### src/rtl/adder_pkg.sv
// Shared constants and parameter helpers for the pipelined N-bit adder.
// Latency: n/a (package only).
// Backpressure: n/a (package only).
//
// Contents:
//   DEFAULT_WIDTH / DEFAULT_STAGES : default operand width and pipeline depth.
//   params_legal()                 : legality of a WIDTH/STAGES pair.
//   slice_width()                  : bits added per stage (WIDTH/STAGES).
package adder_pkg;

    localparam int DEFAULT_WIDTH  = 8;
    localparam int DEFAULT_STAGES = 2;

    // WIDTH must be 2..64 and split evenly into 1..WIDTH stages.
    function automatic bit params_legal(input int width, input int stages);
        return (width >= 2) && (width <= 64) &&
               (stages >= 1) && (stages <= width) &&
               ((width % stages) == 0);
    endfunction

    // Falls back to 1 for an illegal pair so that elaboration reaches the
    // explicit $error in the top level rather than tripping on a zero width.
    function automatic int slice_width(input int width, input int stages);
        if (params_legal(width, stages)) begin
            return width / stages;
        end
        return 1;
    endfunction

endpackage

### src/rtl/pipelined_adder_nbit_if.sv
// Operand/result handshake bundle for pipelined_adder_nbit.
// Latency: n/a (wires only).
// Backpressure: o_ready/i_ready valid-ready pairs on input and output side.
//
// Signals:
//   i_1, i_2, i_c, i_valid : operand beat into the adder, o_ready back.
//   o_s, o_c, o_valid      : result beat out of the adder, i_ready back.
//   o_v                    : signed overflow, only with ADDER_OVERFLOW_EN.
// Modports: slave = the adder, master = the agent driving it.
interface pipelined_adder_nbit_if
    import adder_pkg::*;
#(
    parameter int WIDTH = DEFAULT_WIDTH
);

    logic [WIDTH-1:0] i_1;
    logic [WIDTH-1:0] i_2;
    logic             i_c;
    logic             i_valid;
    logic             o_ready;
    logic [WIDTH-1:0] o_s;
    logic             o_c;
    logic             o_valid;
    logic             i_ready;
`ifdef ADDER_OVERFLOW_EN
    logic             o_v;

    modport slave (
        input  i_1, i_2, i_c, i_valid, i_ready,
        output o_ready, o_s, o_c, o_valid, o_v
    );

    modport master (
        output i_1, i_2, i_c, i_valid, i_ready,
        input  o_ready, o_s, o_c, o_valid, o_v
    );
`else
    modport slave (
        input  i_1, i_2, i_c, i_valid, i_ready,
        output o_ready, o_s, o_c, o_valid
    );

    modport master (
        output i_1, i_2, i_c, i_valid, i_ready,
        input  o_ready, o_s, o_c, o_valid
    );
`endif

endinterface

### src/rtl/adder_slice.sv
// Purely combinational SLICE-bit ripple-carry adder built from 1-bit full adders.
// Latency: 0 cycles (combinational).
// Backpressure: none; the enclosing pipeline stage decides when to capture.
//
// Ports:
//   a, b : SLICE-bit operand slices
//   ci   : carry into bit 0
//   s    : SLICE-bit sum slice
//   co   : carry out of bit SLICE-1
module adder_slice #(
    parameter int SLICE = 4
) (
    input  logic [SLICE-1:0] a,
    input  logic [SLICE-1:0] b,
    input  logic             ci,
    output logic [SLICE-1:0] s,
    output logic             co
);

    // carry[i] is the carry into bit i; carry[SLICE] leaves the slice.
    logic [SLICE:0] carry;

    assign carry[0] = ci;

    for (genvar i = 0; i < SLICE; i++) begin : g_fa
        assign s[i]       = a[i] ^ b[i] ^ carry[i];
        assign carry[i+1] = (a[i] & b[i]) | (carry[i] & (a[i] ^ b[i]));
    end

    assign co = carry[SLICE];

endmodule

### src/rtl/pipelined_adder_nbit.sv
// Pipelined WIDTH-bit adder: {o_c,o_s} = i_1 + i_2 + i_c, one SLICE per stage.
// Latency: STAGES cycles from the accepting edge; one beat per cycle throughput.
// Backpressure: a single advance enable (!o_valid || i_ready) freezes every stage.
//
// Ports:
//   i_clk : clock, all state on its rising edge
//   i_rst : asynchronous active-high reset, clears valids and outputs
//   bus   : pipelined_adder_nbit_if.slave (operands in, sum/carry out)
// Optional feature: define ADDER_OVERFLOW_EN to add bus.o_v, the signed
// two's-complement overflow flag, registered alongside o_valid.
module pipelined_adder_nbit
    import adder_pkg::*;
#(
    parameter int WIDTH  = DEFAULT_WIDTH,
    parameter int STAGES = DEFAULT_STAGES
) (
    input  logic                  i_clk,
    input  logic                  i_rst,
    pipelined_adder_nbit_if.slave bus
);

    localparam int SLICE = slice_width(WIDTH, STAGES);

    if (!params_legal(WIDTH, STAGES)) begin : g_param_check
        $error("pipelined_adder_nbit: illegal WIDTH=%0d STAGES=%0d", WIDTH, STAGES);
    end

    // The whole pipe moves as one: either the output slot is empty or it is
    // being taken this cycle. Any other case freezes every stage, so beats
    // never overtake or collide, and bubbles simply ride along.
    logic adv;
    logic out_vld;

    assign adv         = !out_vld || bus.i_ready;
    assign bus.o_ready = adv;

    // Stage k adds bits [k*SLICE +: SLICE]. Its input operand is the part of
    // the original operand not yet consumed (IN_W bits, LSB = this slice);
    // it registers the part above its slice (REM_W bits) for the next stage,
    // plus the growing sum (LO+SLICE bits) and its carry-out.
    for (genvar k = 0; k < STAGES; k++) begin : g_stage
        localparam int LO    = k * SLICE;
        localparam int IN_W  = WIDTH - LO;
        localparam int REM_W = IN_W - SLICE;

        logic [IN_W-1:0]     a_in;
        logic [IN_W-1:0]     b_in;
        logic                ci_in;
        logic                vld_in;
        logic [SLICE-1:0]    slice_s;
        logic                slice_co;
        logic [LO+SLICE-1:0] sum_next;

        logic                vld_q;
        logic                vld_d;
        logic                cy_q;
        logic                cy_d;
        logic [LO+SLICE-1:0] sum_q;
        logic [LO+SLICE-1:0] sum_d;

        if (k == 0) begin : g_head
            assign a_in     = bus.i_1;
            assign b_in     = bus.i_2;
            assign ci_in    = bus.i_c;
            assign vld_in   = bus.i_valid;
            assign sum_next = slice_s;
        end else begin : g_body
            assign a_in     = g_stage[k-1].g_rem.a_q;
            assign b_in     = g_stage[k-1].g_rem.b_q;
            assign ci_in    = g_stage[k-1].cy_q;
            assign vld_in   = g_stage[k-1].vld_q;
            // Lower sum slices finished by earlier stages travel with the beat.
            assign sum_next = {slice_s, g_stage[k-1].sum_q};
        end

        adder_slice #(
            .SLICE (SLICE)
        ) u_slice (
            .a  (a_in[SLICE-1:0]),
            .b  (b_in[SLICE-1:0]),
            .ci (ci_in),
            .s  (slice_s),
            .co (slice_co)
        );

        // Data is captured even for bubbles; only vld_q gives it meaning.
        always_comb begin
            vld_d = vld_q;
            cy_d  = cy_q;
            sum_d = sum_q;
            if (adv) begin
                vld_d = vld_in;
                cy_d  = slice_co;
                sum_d = sum_next;
            end
        end

        always_ff @(posedge i_clk or posedge i_rst) begin
            if (i_rst) begin
                vld_q <= 1'b0;
                cy_q  <= 1'b0;
                sum_q <= '0;
            end else begin
                vld_q <= vld_d;
                cy_q  <= cy_d;
                sum_q <= sum_d;
            end
        end

        // Operand bits above this slice are delayed so they meet their
        // carry in the stage that consumes them. The last stage has none.
        if (REM_W > 0) begin : g_rem
            logic [REM_W-1:0] a_q;
            logic [REM_W-1:0] a_d;
            logic [REM_W-1:0] b_q;
            logic [REM_W-1:0] b_d;

            always_comb begin
                a_d = a_q;
                b_d = b_q;
                if (adv) begin
                    a_d = a_in[IN_W-1:SLICE];
                    b_d = b_in[IN_W-1:SLICE];
                end
            end

            always_ff @(posedge i_clk or posedge i_rst) begin
                if (i_rst) begin
                    a_q <= '0;
                    b_q <= '0;
                end else begin
                    a_q <= a_d;
                    b_q <= b_d;
                end
            end
        end

`ifdef ADDER_OVERFLOW_EN
        // The last stage sees both operand MSBs and produces the sum MSB, so
        // overflow is resolved here and registered with the final result.
        if (k == STAGES - 1) begin : g_ovf
            logic ovf_now;
            logic ovf_q;
            logic ovf_d;

            assign ovf_now = (a_in[IN_W-1] == b_in[IN_W-1]) &&
                             (slice_s[SLICE-1] != a_in[IN_W-1]);

            always_comb begin
                ovf_d = ovf_q;
                if (adv) begin
                    ovf_d = ovf_now;
                end
            end

            always_ff @(posedge i_clk or posedge i_rst) begin
                if (i_rst) begin
                    ovf_q <= 1'b0;
                end else begin
                    ovf_q <= ovf_d;
                end
            end
        end
`endif
    end

    assign out_vld     = g_stage[STAGES-1].vld_q;
    assign bus.o_valid = out_vld;
    assign bus.o_s     = g_stage[STAGES-1].sum_q;
    assign bus.o_c     = g_stage[STAGES-1].cy_q;
`ifdef ADDER_OVERFLOW_EN
    assign bus.o_v     = g_stage[STAGES-1].g_ovf.ovf_q;
`endif

endmodule
### src/flat_wrapper.sv
// flat-port wrapper written by rule: the top's interface ports become plain ports
module pipelined_adder_nbit_flat import adder_pkg::*;
#(
    parameter int WIDTH  = DEFAULT_WIDTH,
    parameter int STAGES = DEFAULT_STAGES
)
  (i_clk, i_rst, bus_i_1, bus_i_2, bus_i_c, bus_i_valid, bus_i_ready, bus_o_ready, bus_o_s, bus_o_c, bus_o_valid);
  pipelined_adder_nbit_if #(.WIDTH(WIDTH)) bus_i ();
  input  logic i_clk;
  input  logic i_rst;
  input wire logic [$bits(bus_i.i_1)-1:0] bus_i_1;
  input wire logic [$bits(bus_i.i_2)-1:0] bus_i_2;
  input wire logic [$bits(bus_i.i_c)-1:0] bus_i_c;
  input wire logic [$bits(bus_i.i_valid)-1:0] bus_i_valid;
  input wire logic [$bits(bus_i.i_ready)-1:0] bus_i_ready;
  output wire logic [$bits(bus_i.o_ready)-1:0] bus_o_ready;
  output wire logic [$bits(bus_i.o_s)-1:0] bus_o_s;
  output wire logic [$bits(bus_i.o_c)-1:0] bus_o_c;
  output wire logic [$bits(bus_i.o_valid)-1:0] bus_o_valid;
  assign bus_i.i_1 = bus_i_1;
  assign bus_i.i_2 = bus_i_2;
  assign bus_i.i_c = bus_i_c;
  assign bus_i.i_valid = bus_i_valid;
  assign bus_i.i_ready = bus_i_ready;
  assign bus_o_ready = bus_i.o_ready;
  assign bus_o_s = bus_i.o_s;
  assign bus_o_c = bus_i.o_c;
  assign bus_o_valid = bus_i.o_valid;
  pipelined_adder_nbit #(.WIDTH(WIDTH), .STAGES(STAGES)) u_core (.i_clk(i_clk), .i_rst(i_rst), .bus(bus_i));
endmodule
### config.mk
export PLATFORM = sky130hd
export DESIGN_NAME = pipelined_adder_nbit_flat
export DESIGN_NICKNAME = d
export VERILOG_FILES = /design/src/rtl/adder_pkg.sv /design/src/rtl/pipelined_adder_nbit_if.sv /design/src/rtl/adder_slice.sv /design/src/rtl/pipelined_adder_nbit.sv /design/src/flat_wrapper.sv
export SDC_FILE = /design/constraint.sdc
export NUM_CORES = 1
export LEC_CHECK = 0
export BUFFER_PORTS_ARGS = -buffer_cell sky130_fd_sc_hd__buf_2
export CAP_MARGIN = 20
export CORE_MARGIN = 8
export CORE_UTILIZATION = 35
export CTS_CLUSTER_SIZE = 12
export DETAILED_ROUTE_END_ITERATION = 10
export PLACE_DENSITY_LB_ADDON = 0.08
export SYNTH_ARGS = -nofsm -noshare
export SYNTH_HDL_FRONTEND = slang
export SYNTH_SLANG_ARGS = --single-unit
export TNS_END_PERCENT = 100
### constraint.sdc
create_clock -name i_clk -period 5.99 [get_ports i_clk]
set_input_delay 0 -clock i_clk [delete_from_list [all_inputs] [get_ports i_clk]]
set_output_delay 0 -clock i_clk [all_outputs]
set_load 0.01 [all_outputs]
# Yosys cells after proc, flatten, opt, wreduce, memory -nomap -nowiden
# Cells that the tools add are included.
[word_totals]
reg_bits = 24
output_inout_bits = 11
[op_classes]
bitwise_logic = 40
n_reduce_logical = 2
[ops]
columns = ["op", "count"]
rows = [
  ["bitwise AND 1 bit", 16],
  ["bitwise XOR 1 bit", 16],
  ["bitwise OR 1 bit", 8],
  ["logical NOT 1 bit", 1],
  ["logical OR 1 bit", 1],
]

# Longest topological paths before layout
# Gate-level depths: netlist of the first run.
[depth]
depth_word = 9
depth_mapped = 8
ltp_nobuf = 8

# By module
# Synthesis of the first run repeated with hierarchy kept, for this count alone.
[hier_totals]
cells_unflattened = 81
hier_area_um2 = 1219.9
[by_module_without_submodules]
columns = ["mod", "area_per_inst_um2", "cells_each", "instances"]
rows = [
  ["pipelined_adder_nbit", 984.7, 53, 1],
  ["adder_slice", 117.6, 14, 2],
]

# Worst setup path before layout of the first run
# No wires, ideal clock.
[synth_timing]
path_kind = "reg2reg"
start = "register u_core.g_stage[0].g_rem.b_q[0]"
end = "register u_core.g_stage[1].sum_q[7], in the netlist u_core.bus.o_s[7]"
path_stages_with_launch = 9
arrival_ns = 1.953
setup_slack_ns = 3.960
synth_period_minus_slack_ns = 2.030
setup_time_ns = 0.077
path_cell_list = "dfrtp_1 fa_1 inv_1 fa_1 inv_1 fa_1 inv_1 fa_1 a21oi_1"
[synth_between]
elab_chain_cells = 8
elab_cells_between_ends = 9
classes_between = "bitwise: 9"
[synth_rtl]
columns = ["item", "line_no", "text"]
rows = [
  ["start, declared", "pipelined_adder_nbit.sv:115", "logic [REM_W-1:0] b_q;"],
  ["start signal, assigned", "pipelined_adder_nbit.sv:130", "b_q <= '0;"],
  ["start signal, assigned", "pipelined_adder_nbit.sv:133", "b_q <= b_d;"],
  ["bitwise XOR 1 bit", "adder_slice.sv:27", "assign carry[i+1] = (a[i] & b[i]) | (carry[i] & (a[i] ^ b[i]));"],
  ["bitwise AND 1 bit", "adder_slice.sv:27", ""],
  ["bitwise OR 1 bit (*)", "adder_slice.sv:27", ""],
  ["bitwise AND 1 bit (*)", "adder_slice.sv:27", ""],
  ["bitwise OR 1 bit (*)", "adder_slice.sv:27", ""],
  ["bitwise AND 1 bit (*)", "adder_slice.sv:27", ""],
  ["bitwise OR 1 bit (*)", "adder_slice.sv:27", ""],
  ["bitwise XOR 1 bit (*)", "adder_slice.sv:26", "assign s[i] = a[i] ^ b[i] ^ carry[i];"],
  ["end signal, assigned", "pipelined_adder_nbit.sv:106", "sum_q <= sum_d;"],
  ["end, declared", "pipelined_adder_nbit.sv:58", "logic [LO+SLICE-1:0] sum_q;"],
]
# Mark *: on every way between the ends. The rest lies on a longest branch, timed or not.
# A chain may end at the register's enable or synchronous reset.

# Worst setup path after layout of the first run
# Same ends and word-level chain as after synthesis.

==> results of run 1 <==
## registers in the layout, indices dropped and copies added (netlist names)
| name | cells |
|---|---|
| u_core.bus.o_valid | 1 |
| u_core.g_stage.vld_q | 1 |
| u_core.g_stage.g_rem.a_q | 4 |
| u_core.g_stage.sum_q | 4 |
| u_core.bus.o_c | 1 |
| u_core.g_stage.cy_q | 1 |
| u_core.bus.o_s | 8 |
| u_core.g_stage.g_rem.b_q | 4 |
## cell usage after synthesis
library cell   n  area share
dfrtp_1       24        0.51
inv_1         15       0.048
mux2_4        12        0.15
fa_1           8        0.14
a21oi_1        6       0.025
nor3b_1        6       0.038
mux2_2         5       0.048
buf_6          2       0.019
nand2b_1       2       0.011
buf_12         1       0.017
## through the flow
stage	cells	util
final	170	0.456
after global routing	170	0.456
after CTS	170	0.456
after detailed placement	156	0.414
after global placement	156	0.414
after floorplan	81	-
## cells in the final DEF (no fill, tap or decap), drive strengths merged
cell type,Yosys,final
buf,3,32
dfrtp,24,24
mux2,17,17
inv,15,15
dlygate4sd3,0,10
fa,8,8
nor3b,6,6
a21oi,6,6
clkbuf,0,4
nand2b,2,2
## metal layers
layer  GRT usage  vias to the layer above  wire, um
met5           0                        -         0
met3      0.0256                        2       133
met4      0.0333                        0        10
li1            -                      345         -
met1       0.110                      370       967
met2       0.141                       16      1040
## worst min-delay path, delay by kind of cell
| family | cells | cell delay, ns |
|---|---|---|
| compound gates | 1 | 0.10 |
| simple gates | 1 | 0.07 |
| buf+inv | 1 | 0.16 |
## worst max path at each step
stage                                    to  slack (ns)  cells past startpoint
after floorplan           u_core.bus.o_s[7]        3.96                      8
after global placement    u_core.bus.o_s[7]        3.90                      8
after detailed placement  u_core.bus.o_s[7]        3.83                      8
after CTS                 u_core.bus.o_s[7]        3.80                      8
after global routing      u_core.bus.o_s[7]        3.65                      8
final                     u_core.bus.o_s[7]        3.83                      8
## power groups by stage
stage	registers, uW	logic, uW	clock network, uW
6_report	222	135	83.4
5_1_grt	228	153	94.5
4_1_cts	223	138	88.6
3_5_place_dp	226	132	0
3_3_place_gp	224	132	0
2_1_floorplan	233	76.7	0
## cells by family after synthesis
family | Yosys count | synth area share
flops | 24 | 0.507
buf+inv | 18 | 0.0835
mux | 17 | 0.200
fa+ha+maj | 8 | 0.135
simple gates | 8 | 0.0486
compound gates | 6 | 0.0254
## cell type report
type | count | area [um^2]
Multi-Input combinational cell | 39 | 484
Timing Repair Buffer | 42 | 263
Inverter | 15 | 56.3
Fill cell | 316 | 1790
Sequential cell | 24 | 601
Tap cell | 46 | 57.6
Clock buffer | 4 | 36.3
==> flow_metrics.tcl, run 1 <==
set metrics [dict create \
    placed_area_um2 1360 \
    hold_depth 3 \
    netlist_instances 81 \
    crit_path_start "u_core.g_stage[0].g_rem.b_q[0]" \
    tightest_slew_ns 0.885 \
    cp.arrival_ns 2.40 \
    fin_ws_ns 3.83 \
    grt_usage 0.0882 \
    tns_ns 0 \
    globalRouteOverflowTotal 0 \
    h-tree-depth 1 \
    holdWs_ns 0.0486 \
    rrSetupSlack_ns 3.83 \
    core_area_um2 3280 \
    min_period_ns 2.16 \
    yosys_warnings 0 \
    antenna_found_initial 0 \
    portBuffers 31 \
    rows 21 \
    r2r-start "u_core.g_stage[0].g_rem.b_q[0]" \
    postCtsHoldBufs 10 \
    drt-vias-per-instance 4.31 \
    vias 733 \
    wl_per_cell_um 12.7 \
    synth_fp_nets 110 \
    hold_end "u_core.bus.o_s[7]" \
    path_max_fanout 2 \
    p_switching_uw 128 \
    drt_drc_violations_left 0 \
    firstDrtPassIters 4 \
    worstHoldStart "bus_i_ready" \
    intPower_uw 312 \
    min_path_type "primary input to flip-flop" \
    clkTransAtPathRegs_ns 0.13 \
    cts_resized 0 \
    io_pins 32 \
    root_buffer "clkbuf_4" \
    critical-path-max-stage-delay_ns 0.43 \
    clock_latency_ns 0.31 \
    diodes 0 \
    yosysSeqAreaShare 0.507 \
    dp_slack_ns 3.83 \
    grt_pass1_wl_um 3730 \
    cap_violations 0 \
    p_clk_frac 0.190 \
    ys_types 10 \
    die_w_um 74.2 \
    reg2reg_to "u_core.bus.o_s[7]" \
    clock-sinks 24 \
    nNetsFinal 154 \
    ant_nets 0 \
    stdcell_area_um2 1500 \
    path_class "flip-flop to flip-flop" \
    power.total_uw 440 \
    fmax_mhz 464 \
    start_util 0.360 \
    setup_viol_count_final 0 \
    syn2layout_area_growth_pct 26.5 \
    cp_num_buf_inv 3 \
    netSwitchingFraction 0.291 \
    fin_crit_sh 0.360 \
    die_h_um 74.2 \
    hold_viol 0 \
    critPathRequiredTime_ns 6.23 \
    crit_family "adder cells" \
    cpMostUsedCell "fa_1" \
    skew_ns 0.00635 \
    drive_gt1_frac 0.427 \
    cts_setup_buffers 0 \
    gp_congestion 0.720 \
    hpwl_um 1640 \
    clock_path_buffers 2 \
    slew_headroom 0.409 \
    rr_worst_depth 8 \
    synthesis.area_um2 1180 \
    grt_pass1_vias 822 \
    synth_seq_cells 24 \
    cts_tree "yes" \
    peakVddDrop_uv 95.4 \
    syn_area_per_cell_um2 14.6 \
    comb_power_share 0.306 \
    final-max-slew-violation-count 0 \
    status "complete, no violations" \
    dieArea_um2 5500 \
    cp-start-kind "flip-flop" \
    rsz0062_at_grt "no" \
    routed_wl_um 2160 \
    cts_made_buffers 3 \
    grt_max_degree 25 \
    p_leak_uw 0.000747 \
    first_iter_violations 15 \
    crit_chain "fa_1 -> inv_1 -> fa_1 -> inv_1 -> fa_1 -> inv_1 -> fa_1 -> a21oi_1" \
    pwr-share-seq 0.505 \
    cp_slowest_cell "dfrtp_1" \
    cp-end-kind "flip-flop" \
    pwr_density_cell_nw_per_um2 294 \
]
Power figures use the tool's default switching activity.
==> run 2, diff against run 1 <==
--- a/config.mk
+++ b/config.mk
@@ -5,6 +5,7 @@
 export SDC_FILE = /design/constraint.sdc
 export NUM_CORES = 1
 export LEC_CHECK = 0
+export ABC_AREA = 1
 export BUFFER_PORTS_ARGS = -buffer_cell sky130_fd_sc_hd__buf_2
 export CAP_MARGIN = 20
 export CORE_MARGIN = 8
==> constraint.sdc (replaced) <==
create_clock -name i_clk -period 1.8 [get_ports i_clk]
set_input_delay 0 -clock i_clk [delete_from_list [all_inputs] [get_ports i_clk]]
set_output_delay 0 -clock i_clk [all_outputs]
set_load 0.01 [all_outputs]
==> run 2 against run 1 <==
  * The run now ends with setup timing left
  * Die area fell by 0.59%
  * Sequential share of layout area fell by 0.33 points
  * Setup slack got worse by 4.1 ns
  * Core utilization rose by 0.38 points
  * Clock skew fell by 0.0043 ns
  * Via count rose by 26%
  * Clock power rose to 2.7 times the previous value
  * Fmax rose by 2.5%
  * Critical path depth rose by 2
  * Final cell count rose by 29%
  * Non-clock buffer count rose by 2
  * Synthesized cell count rose by 63%
  * Critical path type unchanged
  * Largest cell class unchanged
==> flow_metrics.tcl, run 2 <==
set metrics [dict create \
    path_class "flip-flop to flip-flop" \
    root_buffer "clkbuf_4" \
    fmax_mhz 475 \
    vias 922 \
    fin_crit_sh 1.17 \
    stdcell_area_um2 1510 \
    cp_slowest_cell "dfrtp_1" \
    synth_fp_nets 161 \
    critPathRequiredTime_ns 2.05 \
    status "finished with violations" \
    clock_path_buffers 2 \
    placed_area_um2 1390 \
    ys_types 7 \
    netlist_instances 132 \
    grt_pass1_wl_um 4080 \
    die_w_um 73.9 \
    layout.cells.non_filler 219 \
    yosysMostFrequentCell "nand2_1" \
    hold_viol 0 \
    cp.arrival_ns 2.36 \
    cp-end-kind "flip-flop" \
    grt_usage 0.0965 \
    rr_worst_depth 10 \
    violations "setup timing" \
    clock_latency_ns 0.30 \
    dieArea_um2 5470 \
    grt_use_met3 0.0296 \
    start_util 0.358 \
    hold_depth 4 \
    crit_family "adder cells" \
    crit_chain "fa_2 -> inv_2 -> fa_2 -> inv_2 -> fa_2 -> inv_2 -> fa_1 -> inv_1 -> nand2_1 -> nand2_1" \
    synth_top_area_cell "dfrtp_1" \
    critical-path-max-stage-delay_ns 0.42 \
    synth_edf_count 0 \
    diodes 0 \
    rrSetupSlack_ns -0.30 \
    rsz0062_at_grt "yes" \
    drt_drc_violations_left 0 \
    drive_gt1_frac 0.254 \
    synth_seq_cells 24 \
    syn2layout_area_growth_pct 28.5 \
    netlist_top_cells_area "dfrtp_1 51%, nand2_1 15%, fa_1 14%" \
    peakVddDrop_uv 370 \
    final-max-slew-violation-count 0 \
    cts_tree "yes" \
    worstHoldStart "bus_i_1[2]" \
    fin_util 0.460 \
    min_period_ns 2.10 \
    first_iter_violations 35 \
    dp.cells 206 \
    yosysTopAreaCellShare 0.511 \
    antenna_found_initial 0 \
    p_leak_uw 0.000857 \
    io_pins 32 \
    groute.layer.met2.usage 0.145 \
    yosysSeqAreaShare 0.511 \
    gp_congestion 0.741 \
    grt.met1_usage 0.123 \
    fin_ws_ns -0.305 \
    ys.flop_type "dfrtp_1" \
    slew_headroom 0.713 \
    yosys_warnings 0 \
    min_path_type "primary input to flip-flop" \
    cap_violations 0 \
    nNetsFinal 204 \
    syn_area_per_cell_um2 8.90 \
    wl_per_cell_um 10.8 \
    cp-start-kind "flip-flop" \
    hpwl_um 1690 \
    hold_end "u_core.g_stage[0].sum_q[2]" \
    grt_max_degree 26 \
    ant_nets 0 \
    cts_made_buffers 3 \
    layout_common_cells "47 x nand2_1, 31 x buf_2, 24 x dfrtp_1" \
    synth-async-reset-ratio 1.00 \
    firstDrtPassIters 4 \
    drt-vias-per-instance 4.21 \
    top_usage_layer "met2" \
    cts_setup_buffers 0 \
    clock-sinks 24 \
    core_area_um2 3280 \
    clkTransAtPathRegs_ns 0.12 \
    routed_wl_um 2380 \
    pwr_density_cell_nw_per_um2 922 \
    reg2reg_to "u_core.bus.o_s[7]" \
    die_h_um 73.9 \
    portBuffers 31 \
    cp_num_buf_inv 4 \
    rows 21 \
    layout_commonest_cell "nand2_1" \
    num-fill-cells 339 \
    setup_viol_count_final 2 \
    ys_top_cells_by_count "47 x nand2_1, 24 x dfrtp_1, 23 x inv_1, 23 x nand3_1, 8 x fa_1" \
    r2r-start "u_core.g_stage[0].cy_q" \
    largest_register_ffs 8 \
    tns_ns -0.372 \
    globalRouteOverflowTotal 0 \
    synthesis.area_um2 1170 \
    path_max_fanout 2 \
    skew_ns 0.00203 \
    grt_pass1_vias 918 \
    h-tree-depth 1 \
    tightest_slew_ns 0.428 \
]
-- run 2: changes by cell type after synthesis, moves of 5 or more --
cell / delta
nor3b_1: -6
mux2_2: -5
inv_1: +8
nand2_1: +47
a21oi_1: -6
mux2_4: -12
nand3_1: +23
buf_2: +6
-- run 2: final cells by class --
class	count	area, um^2	area share
clock buffer	3	22.5	0.0149
inverter	23	86.3	0.0572
multi-input combinational	79	465	0.308
sequential	24	601	0.398
tap	46	57.6	0.0381
timing repair buffer	44	278	0.184
-- run 2: worst register-to-register path, cell delays in order (launching register included) --
cell and delay [ns]:
dfrtp_1 0.42, fa_2 0.39, inv_2 0.06, fa_2 0.18, inv_2 0.04, fa_2 0.33
inv_2 0.06, fa_1 0.40, inv_1 0.06, nand2_1 0.05, nand2_1 0.07
-- run 2: routing by layer --
metal  vias up  part of all wire
met5         -                 0
met4         0            0.0080
met3         2             0.053
met2        15              0.46
met1       429              0.48
li1        476                 -
-- run 2: timing repair --
action | in CTS | in global routing
endpoints found under the setup margin | 2 | 3
pin swaps | 0 | 1
gates resized for setup | 1 | 0
hold buffers | 10 | 0
hold endpoints to repair | 33 | 0
-- run 2: power breakdown --
group | internal [uW] | switching (uW) | leakage, uW
registers | 659 | 65.2 | 0.000288
logic | 191 | 250 | 0.000555
clock network | 78.0 | 148 | 0.0000138
total | 929 | 463 | 0.000857
-- run 2: worst max-delay path by stage --
| stage | from | to | cells after the start |
|---|---|---|---|
| CTS | u_core.g_stage[0].cy_q | u_core.bus.o_s[7] | 10 |
| floorplan | u_core.g_stage[0].cy_q | u_core.bus.o_s[7] | 10 |
| global placement | u_core.g_stage[0].cy_q | u_core.bus.o_s[7] | 10 |
| global route | u_core.g_stage[0].cy_q | u_core.bus.o_s[7] | 10 |
| finish | u_core.g_stage[0].cy_q | u_core.bus.o_s[7] | 10 |
| detailed placement | u_core.g_stage[0].cy_q | u_core.bus.o_s[7] | 10 |
-- run 2: cell families (layout without fill, tap and decap cells) --
family	after synthesis	count (layout)	share of synthesized area
DFF	24	24	0.511
and+or+nand+nor	71	71	0.253
buffers and inverters	29	70	0.0990
adders and majority gates	8	8	0.136
-- run 2: through the flow --
step / setup WS (ns) / hold slack (ns) / total power [uW]
global route: -0.443 / 0.0669 / 1520
floorplan: -0.211 / 0.0146 / 1010
finish: -0.305 / 0.0634 / 1390
CTS: -0.323 / 0.0531 / 1430
global placement: -0.264 / 0.0602 / 1170
detailed placement: -0.300 / 0.0632 / 1170
